File: config.mk
export PLATFORM = sky130hd
export DESIGN_NAME = mac_cfg_regs
export DESIGN_NICKNAME = d
export VERILOG_FILES = /design/src/rtl/mac_cfg_pkg.sv /design/src/rtl/mac_cfg_bus_fsm.sv /design/src/rtl/mac_cfg_regs.sv
export SDC_FILE = /design/constraint.sdc
export NUM_CORES = 1
export LEC_CHECK = 0
export ABC_AREA = 0
export CORE_AREA = 2 2 121 211
export CTS_CLUSTER_SIZE = 20
export DETAILED_ROUTE_END_ITERATION = 8
export DIE_AREA = 0 0 123 213
export HOLD_SLACK_MARGIN = 0.02
export MAX_ROUTING_LAYER = met4
export PLACE_DENSITY = 0.79
export SYNTH_ARGS = -nofsm -noshare
export SYNTH_HDL_FRONTEND = slang
export SYNTH_SLANG_ARGS = --single-unit
File: constraint.sdc
create_clock -name clk -period 2.44 [get_ports clk]
set_input_delay 0.732 -clock clk [delete_from_list [all_inputs] [get_ports clk]]
set_output_delay 0.732 -clock clk [all_outputs]
set_load 0.02 [all_outputs]
File: src/rtl/mac_cfg_pkg.sv
`default_nettype none
// ---------------------------------------------------------------------------
// mac_cfg_pkg : register map constants and bus FSM state type
// Rev 1.0
// ---------------------------------------------------------------------------
package mac_cfg_pkg;

  localparam logic [7:0] ADDR_REV          = 8'd0;
  localparam logic [7:0] ADDR_SCRATCH      = 8'd1;
  localparam logic [7:0] ADDR_CMD          = 8'd2;
  localparam logic [7:0] ADDR_MAC0         = 8'd3;
  localparam logic [7:0] ADDR_MAC1         = 8'd4;
  localparam logic [7:0] ADDR_RX_SEC_EMPTY = 8'd7;
  localparam logic [7:0] ADDR_RX_SEC_FULL  = 8'd8;
  localparam logic [7:0] ADDR_TX_SEC_EMPTY = 8'd9;
  localparam logic [7:0] ADDR_TX_SEC_FULL  = 8'd10;
  localparam logic [7:0] ADDR_RX_ALM_EMPTY = 8'd11;
  localparam logic [7:0] ADDR_RX_ALM_FULL  = 8'd12;
  localparam logic [7:0] ADDR_TX_ALM_EMPTY = 8'd13;
  localparam logic [7:0] ADDR_TX_ALM_FULL  = 8'd14;

  localparam int CMD_SW_RESET_BIT = 13;

  typedef enum logic [1:0] {
    ST_IDLE   = 2'd0,
    ST_ACCESS = 2'd1,
    ST_DONE   = 2'd2
  } bus_state_t;

endpackage
`default_nettype wire

File: src/rtl/mac_cfg_bus_fsm.sv
`default_nettype none
// ---------------------------------------------------------------------------
// mac_cfg_bus_fsm : rd/wr/busy slave handshake, request latch, commit strobe
// Rev 1.0
// ---------------------------------------------------------------------------
module mac_cfg_bus_fsm
  import mac_cfg_pkg::*;
#(
  parameter int WAIT_CYCLES = 2
) (
  input  logic        clk,
  input  logic        rst,
  input  logic [7:0]  i_addr,
  input  logic [31:0] i_wdata,
  input  logic        i_rd,
  input  logic        i_wr,
  output logic        o_busy,
  output logic        o_commit,
  output logic        o_is_wr,
  output logic [7:0]  o_addr,
  output logic [31:0] o_wdata
);

  localparam logic [3:0] c_CNT_LOAD = 4'(WAIT_CYCLES - 1);

  bus_state_t  r_state;
  bus_state_t  w_next;
  logic [3:0]  r_cnt;
  logic [7:0]  r_addr;
  logic [31:0] r_wdata;
  logic        r_is_wr;
  logic        w_req;
  logic        w_busy;
  logic        w_commit;

  assign w_req = i_rd | i_wr;

  always_ff @(posedge clk) begin
    if (rst) begin
      r_state <= ST_IDLE;
    end else begin
      r_state <= w_next;
    end
  end

  // Bus inputs are only looked at in IDLE; the latched copies drive the access.
  always_ff @(posedge clk) begin
    if (rst) begin
      r_cnt   <= 4'd0;
      r_addr  <= 8'd0;
      r_wdata <= 32'd0;
      r_is_wr <= 1'b0;
    end else if (r_state == ST_IDLE && w_req) begin
      r_cnt   <= c_CNT_LOAD;
      r_addr  <= i_addr;
      r_wdata <= i_wdata;
      r_is_wr <= i_wr;
    end else if (r_state == ST_ACCESS && r_cnt != 4'd0) begin
      r_cnt <= r_cnt - 4'd1;
    end
  end

  always_comb begin
    w_next   = r_state;
    w_busy   = 1'b0;
    w_commit = 1'b0;
    case (r_state)
      ST_IDLE: begin
        if (w_req) begin
          w_next = ST_ACCESS;
        end
      end
      ST_ACCESS: begin
        w_busy = 1'b1;
        if (r_cnt == 4'd0) begin
          w_commit = 1'b1;
          w_next   = ST_DONE;
        end
      end
      ST_DONE: begin
        w_next = ST_IDLE;
      end
      default: begin
        w_next = ST_IDLE;
      end
    endcase
  end

  assign o_busy   = w_busy;
  assign o_commit = w_commit;
  assign o_is_wr  = r_is_wr;
  assign o_addr   = r_addr;
  assign o_wdata  = r_wdata;

endmodule
`default_nettype wire

File: src/rtl/mac_cfg_regs.sv
`default_nettype none
// ---------------------------------------------------------------------------
// mac_cfg_regs : MAC configuration register file behind the rd/wr/busy bus
// Rev 1.0
// ---------------------------------------------------------------------------
module mac_cfg_regs
  import mac_cfg_pkg::*;
#(
  parameter int          WAIT_CYCLES = 2,
  parameter int          SEC_W       = 16,
  parameter int          ALM_W       = 8,
  parameter logic [31:0] REV         = 32'h0000_0100
) (
  input  logic             clk,
  input  logic             rst,
  input  logic [7:0]       reg_addr,
  input  logic [31:0]      reg_writedata,
  input  logic             reg_rd,
  input  logic             reg_wr,
  output logic [31:0]      reg_readdata,
  output logic             reg_busy,
  output logic [47:0]      cfg_mac_addr,
  output logic [31:0]      cfg_cmd,
  output logic [SEC_W-1:0] cfg_rx_sec_empty,
  output logic [SEC_W-1:0] cfg_rx_sec_full,
  output logic [SEC_W-1:0] cfg_tx_sec_empty,
  output logic [SEC_W-1:0] cfg_tx_sec_full,
  output logic [ALM_W-1:0] cfg_rx_alm_empty,
  output logic [ALM_W-1:0] cfg_rx_alm_full,
  output logic [ALM_W-1:0] cfg_tx_alm_empty,
  output logic [ALM_W-1:0] cfg_tx_alm_full,
  output logic             cfg_sw_reset,
  output logic             cfg_update
);

  localparam logic [31:0] c_SW_RESET_MASK = 32'h1 << CMD_SW_RESET_BIT;

  logic        w_commit;
  logic        w_is_wr;
  logic [7:0]  w_addr;
  logic [31:0] w_wdata;
  logic [31:0] w_rdata;

  logic [31:0]      r_scratch;
  logic [31:0]      r_cmd;
  logic [31:0]      r_mac0;
  logic [15:0]      r_mac1;
  logic [SEC_W-1:0] r_rx_sec_empty;
  logic [SEC_W-1:0] r_rx_sec_full;
  logic [SEC_W-1:0] r_tx_sec_empty;
  logic [SEC_W-1:0] r_tx_sec_full;
  logic [ALM_W-1:0] r_rx_alm_empty;
  logic [ALM_W-1:0] r_rx_alm_full;
  logic [ALM_W-1:0] r_tx_alm_empty;
  logic [ALM_W-1:0] r_tx_alm_full;
  logic [31:0]      r_readdata;
  logic             r_sw_reset;
  logic             r_update;

  mac_cfg_bus_fsm #(
    .WAIT_CYCLES (WAIT_CYCLES)
  ) u_bus_fsm (
    .clk      (clk),
    .rst      (rst),
    .i_addr   (reg_addr),
    .i_wdata  (reg_writedata),
    .i_rd     (reg_rd),
    .i_wr     (reg_wr),
    .o_busy   (reg_busy),
    .o_commit (w_commit),
    .o_is_wr  (w_is_wr),
    .o_addr   (w_addr),
    .o_wdata  (w_wdata)
  );

  always_comb begin
    w_rdata = 32'd0;
    case (w_addr)
      ADDR_REV:          w_rdata = REV;
      ADDR_SCRATCH:      w_rdata = r_scratch;
      ADDR_CMD:          w_rdata = r_cmd;
      ADDR_MAC0:         w_rdata = r_mac0;
      ADDR_MAC1:         w_rdata = 32'(r_mac1);
      ADDR_RX_SEC_EMPTY: w_rdata = 32'(r_rx_sec_empty);
      ADDR_RX_SEC_FULL:  w_rdata = 32'(r_rx_sec_full);
      ADDR_TX_SEC_EMPTY: w_rdata = 32'(r_tx_sec_empty);
      ADDR_TX_SEC_FULL:  w_rdata = 32'(r_tx_sec_full);
      ADDR_RX_ALM_EMPTY: w_rdata = 32'(r_rx_alm_empty);
      ADDR_RX_ALM_FULL:  w_rdata = 32'(r_rx_alm_full);
      ADDR_TX_ALM_EMPTY: w_rdata = 32'(r_tx_alm_empty);
      ADDR_TX_ALM_FULL:  w_rdata = 32'(r_tx_alm_full);
      default:           w_rdata = 32'd0;
    endcase
  end

  always_ff @(posedge clk) begin
    if (rst) begin
      r_scratch      <= 32'd0;
      r_cmd          <= 32'd0;
      r_mac0         <= 32'd0;
      r_mac1         <= 16'd0;
      r_rx_sec_empty <= '0;
      r_rx_sec_full  <= '0;
      r_tx_sec_empty <= '0;
      r_tx_sec_full  <= '0;
      r_rx_alm_empty <= '0;
      r_rx_alm_full  <= '0;
      r_tx_alm_empty <= '0;
      r_tx_alm_full  <= '0;
      r_readdata     <= 32'd0;
      r_sw_reset     <= 1'b0;
      r_update       <= 1'b0;
    end else begin
      r_sw_reset <= 1'b0;
      r_update   <= 1'b0;
      if (w_commit) begin
        if (w_is_wr) begin
          // Every committed write pulses update, even to REV or unmapped space.
          r_update <= 1'b1;
          case (w_addr)
            ADDR_SCRATCH: r_scratch <= w_wdata;
            ADDR_CMD: begin
              r_cmd      <= w_wdata & ~c_SW_RESET_MASK;
              r_sw_reset <= w_wdata[CMD_SW_RESET_BIT];
            end
            ADDR_MAC0:         r_mac0         <= w_wdata;
            ADDR_MAC1:         r_mac1         <= w_wdata[15:0];
            ADDR_RX_SEC_EMPTY: r_rx_sec_empty <= w_wdata[SEC_W-1:0];
            ADDR_RX_SEC_FULL:  r_rx_sec_full  <= w_wdata[SEC_W-1:0];
            ADDR_TX_SEC_EMPTY: r_tx_sec_empty <= w_wdata[SEC_W-1:0];
            ADDR_TX_SEC_FULL:  r_tx_sec_full  <= w_wdata[SEC_W-1:0];
            ADDR_RX_ALM_EMPTY: r_rx_alm_empty <= w_wdata[ALM_W-1:0];
            ADDR_RX_ALM_FULL:  r_rx_alm_full  <= w_wdata[ALM_W-1:0];
            ADDR_TX_ALM_EMPTY: r_tx_alm_empty <= w_wdata[ALM_W-1:0];
            ADDR_TX_ALM_FULL:  r_tx_alm_full  <= w_wdata[ALM_W-1:0];
            default: begin
            end
          endcase
        end else begin
          r_readdata <= w_rdata;
        end
      end
    end
  end

  assign reg_readdata     = r_readdata;
  assign cfg_mac_addr     = {r_mac1, r_mac0};
  assign cfg_cmd          = r_cmd;
  assign cfg_rx_sec_empty = r_rx_sec_empty;
  assign cfg_rx_sec_full  = r_rx_sec_full;
  assign cfg_tx_sec_empty = r_tx_sec_empty;
  assign cfg_tx_sec_full  = r_tx_sec_full;
  assign cfg_rx_alm_empty = r_rx_alm_empty;
  assign cfg_rx_alm_full  = r_rx_alm_full;
  assign cfg_tx_alm_empty = r_tx_alm_empty;
  assign cfg_tx_alm_full  = r_tx_alm_full;
  assign cfg_sw_reset     = r_sw_reset;
  assign cfg_update       = r_update;

endmodule
`default_nettype wire

==> results of run 1 <==
per-layer routing:
metal,GRT usage (%),routed length (um),vias up
met5,-,0,-
met4,23.24,3355,0
met3,4.995,3545,191
met2,58.16,22670,655
met1,39.02,16080,5686
li1,-,-,5512
path summary, 6_finish.rpt:
check	from	end	slack [ns]	cells past startpoint
worst max-delay path	cfg_rx_sec_full[14]$_SDFFE_PP0P_	cfg_rx_sec_full[14]	0.05	1
worst min register to register	r_scratch[27]$_SDFFE_PP0P_	r_scratch[27]$_SDFFE_PP0P_	0.46	2
worst max register to register	u_bus_fsm.o_addr[3]$_SDFFE_PP0P_	cfg_tx_alm_empty[1]$_SDFFE_PP0P_	0.34	6
worst min-delay path	r_scratch[27]$_SDFFE_PP0P_	r_scratch[27]$_SDFFE_PP0P_	0.46	2
worst min-delay path: cells and delay by family, from the launching register on:
family | cells | cell delay [ns]
and+or+nand+nor | 1 | 0.05
DFF | 1 | 0.31
AOI/OAI and AO/OA | 1 | 0.05
cell type report:
type / count / area, um2
fill: 2016 / 8217
inverter: 4 / 15.01
sequential: 288 / 5768
multi-input combinational: 1055 / 5962
tap: 312 / 390.4
clock inverter: 9 / 153.9
timing repair buffer: 336 / 3261
clock buffer: 38 / 767.0
registers in the layout (all words and copies together) (netlist names), 16 cells and up:
name and cells:
r_mac0 32, cfg_tx_sec_empty 16, cfg_cmd 31, cfg_rx_sec_full 16, cfg_rx_sec_empty 16, cfg_tx_sec_full 16
r_scratch 32, u_bus_fsm.o_wdata 32, r_mac1 16, reg_readdata 32
Yosys cell counts (13+ instances only):
| master | count | area share (%) |
|---|---|---|
| mux2i_1 | 106 | 8.6 |
| nand2_1 | 371 | 11 |
| clkbuf_1 | 73 | 2.2 |
| mux2_2 | 21 | 1.9 |
| nor2b_1 | 13 | 0.66 |
| a22oi_1 | 36 | 2.2 |
| nor3_1 | 41 | 1.7 |
| dfxtp_1 | 288 | 47 |
| nor2_1 | 115 | 3.5 |
| a21oi_1 | 201 | 8.2 |
| buf_2 | 39 | 1.6 |
where the power goes:
group | internal [uW] | switching, uW
clock network | 2610 | 1840
logic | 421 | 783
registers | 4790 | 192
per-stage QoR:
step           hold WS, ns  std cells
2_1_floorplan       0.4334       1480
3_3_place_gp        0.4394       1995
5_1_grt             0.4720       2042
6_report            0.4565       2042
3_5_place_dp        0.4471       1995
4_1_cts             0.4559       2042
repair_timing:
item / 4_1_cts / 5_1_grt
buffers inserted: 0 / 0
endpoints found under the setup margin: 1 / 1
gates resized for setup: 1 / 1
logic make-up (layout without fill, tap and decap cells):
kind of cell	after synthesis	count (layout)	synth area share (%)
other	1	1	0.03040
and+or+nand+nor	611	611	22.31
adders and majority gates	2	2	0.2028
AOI/OAI and AO/OA	311	311	14.67
buffers and inverters	137	387	5.203
muxes	128	128	10.70
DFF	288	288	46.74
xor gates and xnor gates	2	2	0.1420
==> impl_metrics.ini, run 1 <==
[status]
outcome = completed

[power]
power_density_nw_per_um2 = 651.4
power_uw = 10630
p_leak_uw = 0.005487
ir_drop_v = 0.0005753

[yosys]
synth_enable_flop_cells = 0
async_reset_ff_share_pct = 0
synth_warnings = 0
synthCells = 1480
synthDistinctLibCells = 63
netlist_area_um2 = 12340
avgSynthCellArea_um2 = 8.335
seq_area_frac_synth_pct = 46.74
syn_nets = 1526
ys_dominant_reg_cell = dfxtp_1
ys_ff_latch = 288

[setup_path]
worst-setup-path-type = register to output pin
cp.required_ns = 1.71
cp-start-kind = register
worstPathCellList = clkdlybuf4s50_1
crit_fanout = 3
crit_path_end_kind = output pin
timing.critical_path.buf_inv = 1
crit_arrival_ns = 1.66
slowest_delay_ns = 0.65
critPathSlowestCell = clkdlybuf4s50_1
cpLargestDelayFamily = buffers and inverters

[drt]
drc = 0
avgRoutedWirePerCell_um = 22.36
ant_nets = 0
wl_um = 45650
dr.first_iter.drc_count = 1164
vias = 12040
vias_per_cell = 5.898
drt_pre_antenna_iters = 8

[place]
place.gp.congestion = 1.029
dp_slack_ns = 0.2911
dpl_cell_area_um2 = 15390
post-dp-hpwl_um = 32630
portBuffers = 253

[sta]
timing.slew.headroom_pct = 44.42
hold_violations = 0
fin_tns_setup_ns = 0
fmax_mhz = 418.9
worst_pin_slew_ns = 0.8325
fin_crit_sh_pct = 97.84
setup_viol = 0
rsz0062_at_grt = no
skew_ns = 0.01534
worst_slack_ns = 0.05273
finalMaxSlewViolations = 0
period_needed_ns = 2.387

[clocking]
clkSlewWorstSetupHoldPaths_ns = 0.06
clock_path_buffers = 3
worstSkewPairLatency_ns = 0.55
htreeDepth = 1
cts_made_buffers = 26
cts_root_buf = clkbuf_16
ctsHoldBuffers = 0
tritoncts = built
clock_sinks = 288

[layout]
mostFrequentLayoutCells = nand2_1, dfxtp_1, clkdlybuf4s50_1
layout_commonest_cell = nand2_1
fin_nets = 1757
n_antenna_cell = 0
synthToLayoutAreaGrowth_pct = 32.28
layout-drive-gt1-share_pct = 10.12
final_util_pct = 66.51
design_area_um2 = 16320

[floorplan]
row_count = 76
dieArea_um2 = 26200
io_pins = 255
die_h_um = 213
coreArea_um2 = 24530
initial_core_util_pct = 50.28
die_w_um = 123

[global_routing]
grt_use_total_pct = 35.17
grt_antenna_before_repair = 0
grt_max_degree = 59
overflow = 0
grt_first_pass_wirelength_um = 67990
first_global_vias = 11820

[flow_run]
drv_cap = 0

[min_path]
hp-class = register to register
(Power assumes the default switching activity.)
==> run 2: changes to the inputs <==
Settings changed: REMOVE_ABC_BUFFERS set to 1.
Clock period 2.44 ns to 2.37 ns, I/O delays scaled along.
==> run 2 against run 1 <==
Net effect: die area unchanged; non-clock buffer count decreased by 11; total power decreased by 0.14%; worst hold slack got worse by 0.0012 ns; critical path depth unchanged; largest power group unchanged; clock power decreased by 4%; wire length decreased by 4.3%; first-iteration DRC count decreased by 13%.
==> impl_metrics.ini, run 2 (synthesis gave the netlist of run 1 again) <==
[clocking]
htreeDepth = 1
worstSkewPairLatency_ns = 0.53
cts_made_buffers = 26
tritoncts = built
clkSlewWorstSetupHoldPaths_ns = 0.07
ctsHoldBuffers = 0
post_cts_buffers = 0
clock_sinks = 288
clock_path_buffers = 3
cts_root_buf = clkbuf_16

[layout]
design_area_um2 = 16230
layout_commonest_cell = nand2_1
mostFrequentLayoutCells = nand2_1, dfxtp_1, clkdlybuf4s50_1
fin_nets = 1746
layout-drive-gt1-share_pct = 9.662
synthToLayoutAreaGrowth_pct = 31.59
n_antenna_cell = 0

[sta]
hold_violations = 0
worst_pin_slew_ns = 0.8184
fmax_mhz = 433.8
period_needed_ns = 2.305
fin_crit_sh_pct = 97.26
timing.slew.headroom_pct = 45.24
worst_hold_slack_ns = 0.4552
finalMaxSlewViolations = 0
skew_ns = 0.01401
rsz0062_at_grt = no
setup_viol = 0

[min_path]
worstHoldPathCells = 2
min_to = r_scratch[19]$_SDFFE_PP0P_
min-delay-start = r_scratch[19]$_SDFFE_PP0P_
hp-class = register to register

[flow_run]
drv_cap = 0

[global_routing]
grt_max_degree = 95
overflow = 0
grt_use_total_pct = 33.81
grt_antenna_before_repair = 0
grt_first_pass_wirelength_um = 65920
first_global_vias = 11710

[setup_path]
slowest_delay_ns = 0.64
reg2reg_depth = 6
cp.required_ns = 1.66
crit_path_end_kind = output pin
worstPathCellList = clkdlybuf4s50_1
timing.critical_path.buf_inv = 1
critPathSlowestCell = clkdlybuf4s50_1
r2r_setup_slack_ns = 0.15
r2r_start = u_bus_fsm.o_addr[4]$_SDFFE_PP0P_
cp-start-kind = register
worst-setup-path-type = register to output pin
cpLargestDelayFamily = buffers and inverters
crit_arrival_ns = 1.59
r2r-end = reg_readdata[11]$_SDFFE_PP0P_
crit_fanout = 3

[power]
power_frac_seq_pct = 48.2
switchingPower_uw = 2828
switching_share_pct = 26.65
p_clk_share_pct = 40.2
p_int_uw = 7786
power_density_nw_per_um2 = 653.9
p_leak_uw = 0.005410
combPwrFrac_pct = 11.6
ir_drop_v = 0.0005104

[place]
dpl_cell_area_um2 = 15370
portBuffers = 253
place.gp.congestion = 1.007
post-dp-hpwl_um = 30560

[floorplan]
dieArea_um2 = 26200
io_pins = 255
die_w_um = 123
coreArea_um2 = 24530
initial_core_util_pct = 50.28
row_count = 76
die_h_um = 213

[drt]
dr.first_iter.drc_count = 1007
drt_pre_antenna_iters = 8
avgRoutedWirePerCell_um = 21.52
vias = 11990
wl_um = 43690
ant_nets = 0
drc = 0
vias_per_cell = 5.907

[status]
outcome = completed
## run 2: metal layers
layer	routed length (um)	vias up	global-route usage, %
met5	0	-	-
met4	3459	0	23.59
met3	3286	210	5.235
met2	21760	622	56.49
met1	15180	5655	36.19
li1	-	5504	-
## run 2: worst max path at each step
stage / slack, ns / depth (start not counted) / from / end
finish: 0.07 / 1 / r_mac1[4]$_SDFFE_PP0P_ / cfg_mac_addr[36]
detailed placement: 0.27 / 6 / u_bus_fsm.o_addr[3]$_SDFFE_PP0P_ / reg_readdata[2]$_SDFFE_PP0P_
floorplan: -1.13 / 4 / u_bus_fsm.o_addr[0]$_SDFFE_PP0P_ / r_scratch[0]$_SDFFE_PP0P_
global route: 0.03 / 1 / cfg_rx_sec_empty[4]$_SDFFE_PP0P_ / cfg_rx_sec_empty[4]
global placement: 0.29 / 3 / u_bus_fsm.r_state[0]$_SDFFE_PP0P_ / reg_busy
CTS: 0.06 / 1 / cfg_tx_sec_empty[14]$_SDFFE_PP0P_ / cfg_tx_sec_empty[14]
## run 2: timing repair
action / in CTS / in global routing
cloned: 0 / 0
setup endpoints to repair: 1 / 1
resized for setup: 2 / 1
pin swaps: 0 / 0
## run 2: area by class of cell
class	instances	area, um2
tap	312	390.4
inverter	4	15.01
fill	2086	8302
timing repair buffer	325	3226
clock buffer	38	757.0
clock inverter	8	96.34
sequential	288	5774
multi-input combinational	1055	5973
## run 2: through the flow
stage,setup WS [ns],power [uW],TNS [ns],utilization (%),instances
global placement,0.2882,6396,0,62.66,1984
floorplan,-1.131,5713,-191.33,-,1347
finish,0.06503,10610,0,66.16,2030
detailed placement,0.2652,6419,0,62.66,1984
global route,0.02667,10900,0,66.16,2030
CTS,0.05508,10610,0,66.14,2030
## run 2: power groups by stage
stage	registers [uW]	logic [uW]	clock network [uW]
6_report	5110	1230	4270
5_1_grt	5120	1290	4480
4_1_cts	5100	1210	4300
3_5_place_dp	5210	1210	0
3_3_place_gp	5210	1190	0
2_1_floorplan	5220	496	0
==> run 3: changes to the inputs <==
Settings changed: HOLD_SLACK_MARGIN 0.02 to not set.
Clock period 2.37 ns to 2.4 ns, I/O delays scaled along.
==> run 3 against run 2 <==
Net effect: first-iteration DRC count grew 22%; sequential share of layout area shrank 0.10 points; worst hold slack is essentially flat; die area is the same; critical endpoint is now reg_readdata[15]; via count grew 0.69%; highest routed layer unchanged; register-to-register slack is essentially flat.
==> impl_metrics.ini, run 3 (synthesis gave the netlist of run 1 again) <==
[global_routing]
grt_first_pass_wirelength_um = 66290
grt_use_met1_pct = 36.66
met2_usage_pct = 56.22
grt_max_degree = 112
grt_use_total_pct = 34.43
met3_usage_pct = 5.609
first_global_vias = 11720
overflow = 0
grt_antenna_before_repair = 0
grt_busiest_layer = met2

[drt]
drc = 0
wl_um = 44410
vias_per_cell = 5.936
vias = 12070
avgRoutedWirePerCell_um = 21.84
ant_nets = 0
dr.first_iter.drc_count = 1225
drt_pre_antenna_iters = 6

[setup_path]
timing.critical_path.buf_inv = 1
cp-start-kind = register
crit_fanout = 2
worst-setup-path-type = register to output pin
crit_end = reg_readdata[15]
worstPathCellList = clkdlybuf4s50_1
crit_start = reg_readdata[15]$_SDFFE_PP0P_
critPathSlowestCell = clkdlybuf4s50_1
slowest_delay_ns = 0.66
crit_arrival_ns = 1.67
crit_path_end_kind = output pin
r2r_start = u_bus_fsm.r_cnt[0]$_SDFFE_PP0P_
cpLargestDelayFamily = buffers and inverters
r2r-end = r_scratch[6]$_SDFFE_PP0P_
cp.required_ns = 1.68
crit_cells = 1
r2r_setup_slack_ns = 0.16
reg2reg_depth = 8

[power]
power_uw = 10710
ir_drop_v = 0.0007015
power_density_nw_per_um2 = 657.8
p_leak_uw = 0.005476

[status]
outcome = completed

[layout]
fin_nets = 1750
fin_cells = 2034
layout_commonest_cell = nand2_1
mostFrequentLayoutCells = nand2_1, dfxtp_1, clkdlybuf4s50_1
synthToLayoutAreaGrowth_pct = 31.97
final_util_pct = 66.36
layout-drive-gt1-share_pct = 9.872
n_antenna_cell = 0
fillers = 2002

[clocking]
clock_sinks = 288
htreeDepth = 1
worstSkewPairLatency_ns = 0.55
clock_path_buffers = 3
cts_made_buffers = 26
cts_root_buf = clkbuf_16
tritoncts = built
clkSlewWorstSetupHoldPaths_ns = 0.07

[floorplan]
dieArea_um2 = 26200
io_pins = 255
die_w_um = 123
coreArea_um2 = 24530
initial_core_util_pct = 50.28
row_count = 76
die_h_um = 213

[sta]
setup_viol = 0
worst_hold_slack_ns = 0.4557
worst_pin_slew_ns = 0.7378
rsz0062_at_grt = no
skew_ns = 0.01180
timing.slew.headroom_pct = 50.63
fmax_mhz = 418.2
hold_violations = 0
period_needed_ns = 2.391
finalMaxSlewViolations = 0
fin_crit_sh_pct = 99.64
fin_tns_setup_ns = 0

[place]
place.gp.congestion = 0.9769
dp.cells = 1988
portBuffers = 253
post-dp-hpwl_um = 31140

[min_path]
hp-class = register to register

[flow_run]
drv_cap = 0
-- run 3: what timing repair did --
item	4_1_cts	5_1_grt
setup buffers	0	0
endpoints found under the setup margin	1	4
hold buffers	0	0
cloned	0	0
gates resized for setup	2	3
pin swaps	0	1
-- run 3: final cells by class --
class                           count  area [um2]  share of cell area (%)
Multi-Input combinational cell   1055        5973                   36.69
Sequential cell                   288        5774                   35.47
Timing Repair Buffer              329        3236                   19.88
Clock buffer                       37       743.2                   4.565
Tap cell                          312       390.4                   2.398
Clock inverter                      9       147.6                  0.9069
Inverter                            4       15.01                 0.09223
-- run 3: worst min-delay path by stage --
stage                                          start                    endpoint  cells past startpoint
after global routing      r_scratch[10]$_SDFFE_PP0P_  r_scratch[10]$_SDFFE_PP0P_                      2
final                     r_scratch[18]$_SDFFE_PP0P_  r_scratch[18]$_SDFFE_PP0P_                      2
after global placement    r_scratch[18]$_SDFFE_PP0P_  r_scratch[18]$_SDFFE_PP0P_                      2
after floorplan            r_scratch[2]$_SDFFE_PP0P_   r_scratch[2]$_SDFFE_PP0P_                      2
after CTS                 r_scratch[18]$_SDFFE_PP0P_  r_scratch[18]$_SDFFE_PP0P_                      2
after detailed placement  r_scratch[18]$_SDFFE_PP0P_  r_scratch[18]$_SDFFE_PP0P_                      2
-- run 3: per-layer routing --
layer | wire (um) | vias to the layer above
met5 | 0 | -
met4 | 3921 | 0
met3 | 3627 | 246
met2 | 21910 | 713
met1 | 14950 | 5619
li1 | - | 5496
-- run 3: power by group --
part           leakage [uW]  total (uW)  switching, uW  internal, uW
Clock              0.000435        4420           1840          2580
Combinational       0.00271        1230            800           427
Sequential          0.00233        5060            190          4870
-- run 3: per-stage QoR --
stage,worst slack (ns),area [um2]
6_report,0.008719,16280
4_1_cts,0.02234,16270
3_3_place_gp,0.1825,15380
3_5_place_dp,0.1489,15380
2_1_floorplan,-1.101,11710
5_1_grt,0.01348,16280
